### src/rtl/avalon_aes_master_if.sv
// Avalon-MM master-side bus bundle for the AES decryption sequencer.
// The master drives the strobes, address and write data. The slave returns read data.
interface avalon_aes_master_if;
  logic        AVL_READ;
  logic        AVL_WRITE;
  logic        AVL_CS;
  logic [3:0]  AVL_ADDR;
  logic [3:0]  AVL_BYTE_EN;
  logic [31:0] AVL_WRITEDATA;
  logic [31:0] AVL_READDATA;

  modport master (
    output AVL_READ, AVL_WRITE, AVL_CS, AVL_ADDR, AVL_BYTE_EN, AVL_WRITEDATA,
    input  AVL_READDATA
  );

  modport slave (
    input  AVL_READ, AVL_WRITE, AVL_CS, AVL_ADDR, AVL_BYTE_EN, AVL_WRITEDATA,
    output AVL_READDATA
  );
endinterface

### src/rtl/avalon_aes_master.sv
// Sequences one AES decryption on an Avalon-MM slave: load key and message, start,
// poll done, read result, clear start. Writes take two cycles (setup, then strobe).
module avalon_aes_master #(
  parameter int unsigned POLL_MAX = 1024
) (
  input  logic                 CLK,
  input  logic                 RESET,
  input  logic                 START,
  input  logic [127:0]         KEY,
  input  logic [127:0]         MSG_ENC,
  output logic [127:0]         MSG_DEC,
  output logic                 BUSY,
  output logic                 DONE,
  output logic                 TIMEOUT,
  avalon_aes_master_if.master  avl
);

  localparam int unsigned PW = $clog2(POLL_MAX) + 1;
  localparam logic [PW-1:0] POLL_LAST = PW'(POLL_MAX - 1);

  typedef enum logic [2:0] {
    IDLE, WR_SETUP, WR_STROBE, POLL, RD, CLR_SETUP, CLR_STROBE
  } state_t;

  state_t         r_state, w_next;
  logic [127:0]   r_key, r_msg, r_msg_dec;
  logic [3:0]     r_idx;
  logic [PW-1:0]  r_poll;
  logic           r_ok;
  logic [3:0]     w_wr_addr;
  logic [31:0]    w_wr_data;

  assign MSG_DEC = r_msg_dec;

  // Write sequence table: key words, message words, clear done, then start.
  always_comb begin
    w_wr_addr = r_idx;
    w_wr_data = '0;
    case (r_idx)
      4'd0: w_wr_data = r_key[127:96];
      4'd1: w_wr_data = r_key[95:64];
      4'd2: w_wr_data = r_key[63:32];
      4'd3: w_wr_data = r_key[31:0];
      4'd4: w_wr_data = r_msg[127:96];
      4'd5: w_wr_data = r_msg[95:64];
      4'd6: w_wr_data = r_msg[63:32];
      4'd7: w_wr_data = r_msg[31:0];
      4'd8: w_wr_addr = 4'd15;
      4'd9: begin w_wr_addr = 4'd14; w_wr_data = 32'h1; end
      default: w_wr_data = '0;
    endcase
  end

  always_ff @(posedge CLK or negedge RESET) begin
    if (!RESET) r_state <= IDLE;
    else        r_state <= w_next;
  end

  always_comb begin
    w_next             = r_state;
    avl.AVL_READ       = 1'b0;
    avl.AVL_WRITE      = 1'b0;
    avl.AVL_CS         = 1'b0;
    avl.AVL_ADDR       = '0;
    avl.AVL_BYTE_EN    = '0;
    avl.AVL_WRITEDATA  = '0;
    BUSY               = (r_state != IDLE);
    DONE               = 1'b0;
    TIMEOUT            = 1'b0;
    case (r_state)
      IDLE: if (START) w_next = WR_SETUP;
      WR_SETUP, WR_STROBE: begin
        avl.AVL_ADDR      = w_wr_addr;
        avl.AVL_WRITEDATA = w_wr_data;
        avl.AVL_BYTE_EN   = 4'hF;
        if (r_state == WR_SETUP) begin
          w_next = WR_STROBE;
        end else begin
          avl.AVL_WRITE = 1'b1;
          avl.AVL_CS    = 1'b1;
          w_next        = (r_idx == 4'd9) ? POLL : WR_SETUP;
        end
      end
      POLL: begin
        avl.AVL_READ = 1'b1;
        avl.AVL_CS   = 1'b1;
        avl.AVL_ADDR = 4'd15;
        if (avl.AVL_READDATA[0]) begin
          w_next = RD;
        end else if (r_poll == POLL_LAST) begin
          TIMEOUT = 1'b1;
          w_next  = CLR_SETUP;
        end
      end
      RD: begin
        avl.AVL_READ = 1'b1;
        avl.AVL_CS   = 1'b1;
        avl.AVL_ADDR = {2'b10, r_idx[1:0]};
        if (r_idx[1:0] == 2'd3) w_next = CLR_SETUP;
      end
      CLR_SETUP, CLR_STROBE: begin
        avl.AVL_ADDR    = 4'd14;
        avl.AVL_BYTE_EN = 4'hF;
        if (r_state == CLR_SETUP) begin
          w_next = CLR_STROBE;
        end else begin
          avl.AVL_WRITE = 1'b1;
          avl.AVL_CS    = 1'b1;
          DONE          = r_ok;
          w_next        = IDLE;
        end
      end
      default: w_next = IDLE;
    endcase
  end

  always_ff @(posedge CLK or negedge RESET) begin
    if (!RESET) begin
      r_key     <= '0;
      r_msg     <= '0;
      r_msg_dec <= '0;
      r_idx     <= '0;
      r_poll    <= '0;
      r_ok      <= 1'b0;
    end else begin
      case (r_state)
        IDLE: if (START) begin
          r_key <= KEY;
          r_msg <= MSG_ENC;
          r_idx <= '0;
          r_ok  <= 1'b0;
        end
        WR_STROBE: begin
          if (r_idx == 4'd9) begin
            r_idx  <= '0;
            r_poll <= '0;
          end else begin
            r_idx <= r_idx + 4'd1;
          end
        end
        POLL: begin
          if (avl.AVL_READDATA[0]) begin
            r_idx <= '0;
            r_ok  <= 1'b1;
          end else if (r_poll != POLL_LAST) begin
            r_poll <= r_poll + 1'b1;
          end
        end
        RD: begin
          case (r_idx[1:0])
            2'd0: r_msg_dec[31:0]   <= avl.AVL_READDATA;
            2'd1: r_msg_dec[63:32]  <= avl.AVL_READDATA;
            2'd2: r_msg_dec[95:64]  <= avl.AVL_READDATA;
            2'd3: r_msg_dec[127:96] <= avl.AVL_READDATA;
            default: r_msg_dec[31:0] <= avl.AVL_READDATA;
          endcase
          r_idx <= r_idx + 4'd1;
        end
        default: r_idx <= r_idx;
      endcase
    end
  end

endmodule

### src/flat_wrapper.sv
// flat-port wrapper written by rule: the top's interface ports become plain ports
module avalon_aes_master_flat 
#(
  parameter int unsigned POLL_MAX = 1024
)
  (CLK, RESET, START, KEY, MSG_ENC, MSG_DEC, BUSY, DONE, TIMEOUT, avl_AVL_READ, avl_AVL_WRITE, avl_AVL_CS, avl_AVL_ADDR, avl_AVL_BYTE_EN, avl_AVL_WRITEDATA, avl_AVL_READDATA);
  avalon_aes_master_if avl_i ();
  input  logic CLK;
  input  logic RESET;
  input  logic START;
  input  logic [127:0] KEY;
  input  logic [127:0] MSG_ENC;
  output logic [127:0] MSG_DEC;
  output logic BUSY;
  output logic DONE;
  output logic TIMEOUT;
  output wire logic [$bits(avl_i.AVL_READ)-1:0] avl_AVL_READ;
  output wire logic [$bits(avl_i.AVL_WRITE)-1:0] avl_AVL_WRITE;
  output wire logic [$bits(avl_i.AVL_CS)-1:0] avl_AVL_CS;
  output wire logic [$bits(avl_i.AVL_ADDR)-1:0] avl_AVL_ADDR;
  output wire logic [$bits(avl_i.AVL_BYTE_EN)-1:0] avl_AVL_BYTE_EN;
  output wire logic [$bits(avl_i.AVL_WRITEDATA)-1:0] avl_AVL_WRITEDATA;
  input wire logic [$bits(avl_i.AVL_READDATA)-1:0] avl_AVL_READDATA;
  assign avl_AVL_READ = avl_i.AVL_READ;
  assign avl_AVL_WRITE = avl_i.AVL_WRITE;
  assign avl_AVL_CS = avl_i.AVL_CS;
  assign avl_AVL_ADDR = avl_i.AVL_ADDR;
  assign avl_AVL_BYTE_EN = avl_i.AVL_BYTE_EN;
  assign avl_AVL_WRITEDATA = avl_i.AVL_WRITEDATA;
  assign avl_i.AVL_READDATA = avl_AVL_READDATA;
  avalon_aes_master #(.POLL_MAX(POLL_MAX)) u_core (.CLK(CLK), .RESET(RESET), .START(START), .KEY(KEY), .MSG_ENC(MSG_ENC), .MSG_DEC(MSG_DEC), .BUSY(BUSY), .DONE(DONE), .TIMEOUT(TIMEOUT), .avl(avl_i));
endmodule
### config.mk
export PLATFORM = sky130hd
export DESIGN_NAME = avalon_aes_master_flat
export DESIGN_NICKNAME = d
export VERILOG_FILES = /design/src/rtl/avalon_aes_master_if.sv /design/src/rtl/avalon_aes_master.sv /design/src/flat_wrapper.sv
export SDC_FILE = /design/constraint.sdc
export NUM_CORES = 1
export LEC_CHECK = 0
export CELL_PAD_IN_SITES_DETAIL_PLACEMENT = 0
export CELL_PAD_IN_SITES_GLOBAL_PLACEMENT = 1
export CORE_ASPECT_RATIO = 2
export CORE_UTILIZATION = 42
export CTS_CLUSTER_SIZE = 24
export DETAILED_ROUTE_END_ITERATION = 10
export PLACE_DENSITY_LB_ADDON = 0.1
export REMOVE_ABC_BUFFERS = 1
export SLEW_MARGIN = 20
export SYNTH_ARGS = -nofsm -noshare
export SYNTH_HDL_FRONTEND = slang
export SYNTH_SLANG_ARGS = --single-unit
export TNS_END_PERCENT = 20
### constraint.sdc
create_clock -name CLK -period 7.2 [get_ports CLK]
set_clock_uncertainty 0.15 [all_clocks]
set_input_delay 1.44 -clock CLK [delete_from_list [all_inputs] [get_ports CLK]]
set_output_delay 1.44 -clock CLK [all_outputs]
set_load 0.03 [all_outputs]
[Word-level counts from Yosys, hierarchy flattened]
Index checks and enable logic that the tools add are counted.
Word-level totals
  flip-flop bits (word level): 403
  latch bits: 0
  memory bits (writable): 0
  memory bits (read-only): 0
  output and inout port bits: 174
  logic and storage cells: 93
  memories kept: 0
Cells by class
  add/sub/neg operators: 2
  $mul: 0
  div/mod/pow operators: 0
  order comparisons: 0
  equality and inequality tests: 27
  shifts and indexed selects: 0
  mux-type cells: 34
  bitwise gates (word level): 0
  reduce and logical (&&, ||, !) cells: 20
Operator list (number)
  $pmux 32 s9: 1
  $mux 11: 3
  $mux 32: 1
  $pmux 4 s4: 2
  $pmux 11 s2: 1
  $mux 3: 6
  $eq 4x3->1 const B: 4
  $mux 4: 4
  $pmux 3 s5: 1
  $add 11x1->11 const B: 1
  $eq 11x10->1 const B: 1
  $ne 11x10->1 const B: 1
  $mux 1: 10
  $reduce_and 2->1: 5
  $eq 3x3->1 const B: 3
  $reduce_and 3->1: 3
  $eq 4x2->1 const B: 2
  $eq 4x4->1 const B: 2
  $pmux 4 s2: 1
  $eq 3x2->1 const B: 2
  $ne 2x1->1 const B: 3
  $ne 2x2->1 const B: 3
  $reduce_or 2->1: 3
  $add 4x1->4 const B: 1
  other kinds (16): 19

[Logic depth before layout (Yosys ltp)]
  depth in word-level cells: 4
  mapped depth: 8

[Worst setup path after synthesis]
OpenSTA, ideal clock, no wires.
  kind: input -> output
  from: in avl_AVL_READDATA[0]
  to: out TIMEOUT
  data arrival time: 2.250 ns
  data required time: 5.610 ns
  slack: 3.360 ns
  stages: 2
  path buffers: 0
  path through: or3b_1 nor2_1
Between the ends
  cells in the longest elaborated chain, start to end: 2
Ends and longest elaborated chain
  start, declared: RTL line flat_wrapper.sv:23  | input wire logic [$bits(avl_i.AVL_READDATA)-1:0] avl_AVL_READDATA;
  $mux 1: RTL line avalon_aes_master.sv:88  | if (avl.AVL_READDATA[0]) begin
  $mux 1: RTL line avalon_aes_master.sv:70  | case (r_state)
  end, declared: RTL line flat_wrapper.sv:16  | output logic TIMEOUT;
Every way passes these cells.

[Worst setup path in the final report]
  from: reg u_core.r_idx[1]
  to: out avl_AVL_WRITEDATA[23]
Between the ends
  cells in the longest elaborated chain, start to end: 3
  elaborated cells between the ends (all ways): 11
  those cells by class: eq/ne (8); mux (2); reduce/logical (1)
Ends and longest elaborated chain
  start, declared: RTL line avalon_aes_master.sv:27  | logic [3:0] r_idx;
  start signal, assigned: RTL line avalon_aes_master.sv:138  | r_idx <= r_idx + 4'd1;
  start signal, assigned: RTL line avalon_aes_master.sv:157  | r_idx <= r_idx + 4'd1;
  start signal, assigned: RTL line avalon_aes_master.sv:159  | default: r_idx <= r_idx;
  $eq 4x4->1, or another cell as far along: RTL line avalon_aes_master.sv:39  | case (r_idx)
  $pmux 32 s9 *: RTL line avalon_aes_master.sv:39
  $mux 32 *: RTL line avalon_aes_master.sv:70
  end, declared: RTL line flat_wrapper.sv:22  | output wire logic [$bits(avl_i.AVL_WRITEDATA)-1:0] avl_AVL_WRITEDATA;
Mark *: on every way between the ends. The rest lies on a longest branch, timed or not.

==> flow_summary.ini <==
[yosys]
yosysUniqueCellTypes = 51
synthSimpleGateAreaFrac_pct = 2.29
syn-cell-area_um2 = 17100
synthTopCellsByArea = dfrtp_1, mux2_2, a22oi_1
synth_xor_area_share_pct = 0
synth_edf_count = 0
synthAdderAreaFrac_pct = 0.732
synthMuxAreaShare_pct = 25.5
ys_seq_elements = 403
syn_inst = 1181
async_flop_share_pct = 100
syn_area_per_cell_um2 = 14.5
synth_compound_area_share_pct = 9.64
yosysTopAreaCell = dfrtp_1
synth_top_family_by_area = multiplexers
ys.flop_type = dfrtp_1
synth_top_area_share_pct = 59.0
yosysSeqAreaShare_pct = 59.0
ys_warn_count = 0

[grt]
overflow = 0
grtUsageMet2_pct = 43.6
grt_usage_pct = 24.3
busiest_layer = met2
met3_usage_pct = 6.65
grt_pass1_wl_mm = 75.3
grt_max_degree = 182
gr-usage-met1_pct = 25.8
first_global_vias = 12791
antenna_found_initial = 22

[timing]
worst_pin_slew_ns = 1.08
timing.setup.tns_ns = 0
finalHoldViolCount = 0
drv_slew = 0
fin_crit_sh_pct = 73.1
max_slew_margin_pct = 27.8
setup_viol = 0
rsz0062_at_grt = no
timing.fmax_mhz = 190
layout_min_cycle_time_ns = 5.26
layout_setup_ws_ns = 1.94

[cts]
cts.sinks = 403
cts_max_level = 2
clockBufferDepth = 3
cts_tree = built
ctsResizeCount = 0
ctsHoldBuffers = 0
cts_buffers = 38
cts_setup_buffers = 0
insertion_delay_ns = 0.54
root_buffer = clkbuf_16
clkTransAtPathRegs_ns = 0.06

[place]
pre_cts_slack_ns = 2.37
dpl_cell_area_um2 = 22100
dpl.hpwl_mm = 33.5
gp_congestion = 0.790
port-buffer-count = 464

[routing]
final_antenna_net_count = 0
wl_per_cell_um = 23.0
drt_iter0_markers = 449
drc_errors = 0
wl_mm = 50.3
drtPass1Iterations = 5
viasPerCell = 5.40
num_vias = 11807

[hold_path]
min-delay-start = u_core.MSG_DEC[5]
hp-class = flop to flop

[pwr]
ir_drop_mv = 0.466
p_total_mw = 10.6
power_density_nw_per_um2 = 451
leakagePower_nw = 9.48

[final_layout]
area_delta_synth_final_pct = 37.1
stdcell_area_um2 = 23400
drive_gt1_share_pct = 28.9
final_common_cell = clkdlybuf4s50_1
final_cell_mix = clkdlybuf4s50_1, dfrtp_1, mux2_2
nFillCells = 3355
nets = 1913

[floorplanning]
num_rows = 104
die_h_um = 287
core_um2 = 40200
fp.dieW_um = 145
ios = 465
start_util_pct = 42.5
die-area_um2 = 41500

[setup_path]
path_class = flop to primary output
r2r_setup_slack_ns = 4.47
cp_data_arrival_time_ns = 3.67
startpoint_type = flop
regToRegStartpoint = u_core.r_state[0]
setup.worst_path.start = u_core.r_idx[1]
rr_worst_depth = 6
end_kind = primary output
cp_max_fo = 21
r2r-end = u_core.r_poll[2]
cp.required_ns = 5.61
worstSetupEndpoint = avl_AVL_WRITEDATA[23]

[run]
max_cap_violations = 0

[status]
status = finished, final reports clean
registers in the layout, indices dropped and copies added (netlist names):
name,cells
u_core.MSG_DEC,128
u_core.r_idx,4
u_core.r_key,128
u_core.r_msg,128
u_core.r_ok,1
u_core.r_poll,11
u_core.r_state,3
worst min-delay path by stage:
stage	to	cells past startpoint
after floorplan	u_core.r_poll[10]	1
after detailed placement	u_core.r_poll[10]	1
after global placement	u_core.r_poll[10]	1
final	u_core.MSG_DEC[5]	1
after global routing	u_core.MSG_DEC[109]	1
after CTS	u_core.r_poll[10]	1
area by class of cell:
class	instances	area [µm²]	area share (%)
clock inverters	6	57.6	0.246
repair buffers	479	4810	20.5
multi-input cells	682	6540	27.9
diodes	18	45.0	0.192
clock buffers	61	1190	5.09
inverters	8	30.0	0.128
well taps	530	663	2.83
flip-flops and latches	403	10100	43.1
critical path, stage by stage, from the launching register on:
cell	delay, ns
dfrtp_1	0.44
inv_1	0.14
ha_1	0.35
nand2b_1	0.17
nor2_4	0.36
buf_4	0.43
a22oi_1	0.16
a41oi_1	0.34
clkdlybuf4s50_1	0.72
cell usage after synthesis, drive strengths merged (2+ instances only):
master / instances
nor2: 14
a21oi: 12
nand3: 6
o21bai: 2
nor4: 2
ha: 10
nor2b: 2
dfrtp: 403
mux2: 385
buf: 67
and2: 9
nand2b: 6
nor3: 3
or3: 2
and3: 2
a22o: 3
o31ai: 13
a41oi: 33
nand2: 13
a31oi: 2
and4: 2
inv: 8
and2b: 2
o41ai: 3
a22oi: 126
clkbuf: 21
nand3b: 4
or3b: 2
mux2i: 2
o21ai: 11
layer usage:
metal,wire length (µm),part of all wire [%],vias to the layer above
met5,48,0.095,-
met4,1750,3.5,8
met3,3750,7.4,90
met2,26900,53,377
met1,17900,36,6057
li1,-,-,5275
report_power, final:
part / switching [mW] / internal [mW]
clock: 0.860 / 1.17
combinational: 2.33 / 2.25
sequential: 0.588 / 3.37
logic make-up (layout without fill, tap and decap cells):
family,count (synthesis),count (layout)
AOI/OAI and AO/OA,215,215
adders and majority gates,10,10
buffers and inverters,96,554
DFF,403,403
muxes,387,387
other,0,18
and+or+nand+nor,70,70
per-stage QoR:
stage          utilization [%]  hold WS [ns]  instances
4_1_cts                   58.1         0.353       2168
3_3_place_gp              55.0         0.326       2101
5_1_grt                   58.2         0.361       2187
2_1_floorplan                -         0.315       1093
6_report                  58.2         0.354       2187
3_5_place_dp              55.0         0.338       2101
Power figures use the tool's default switching activity.
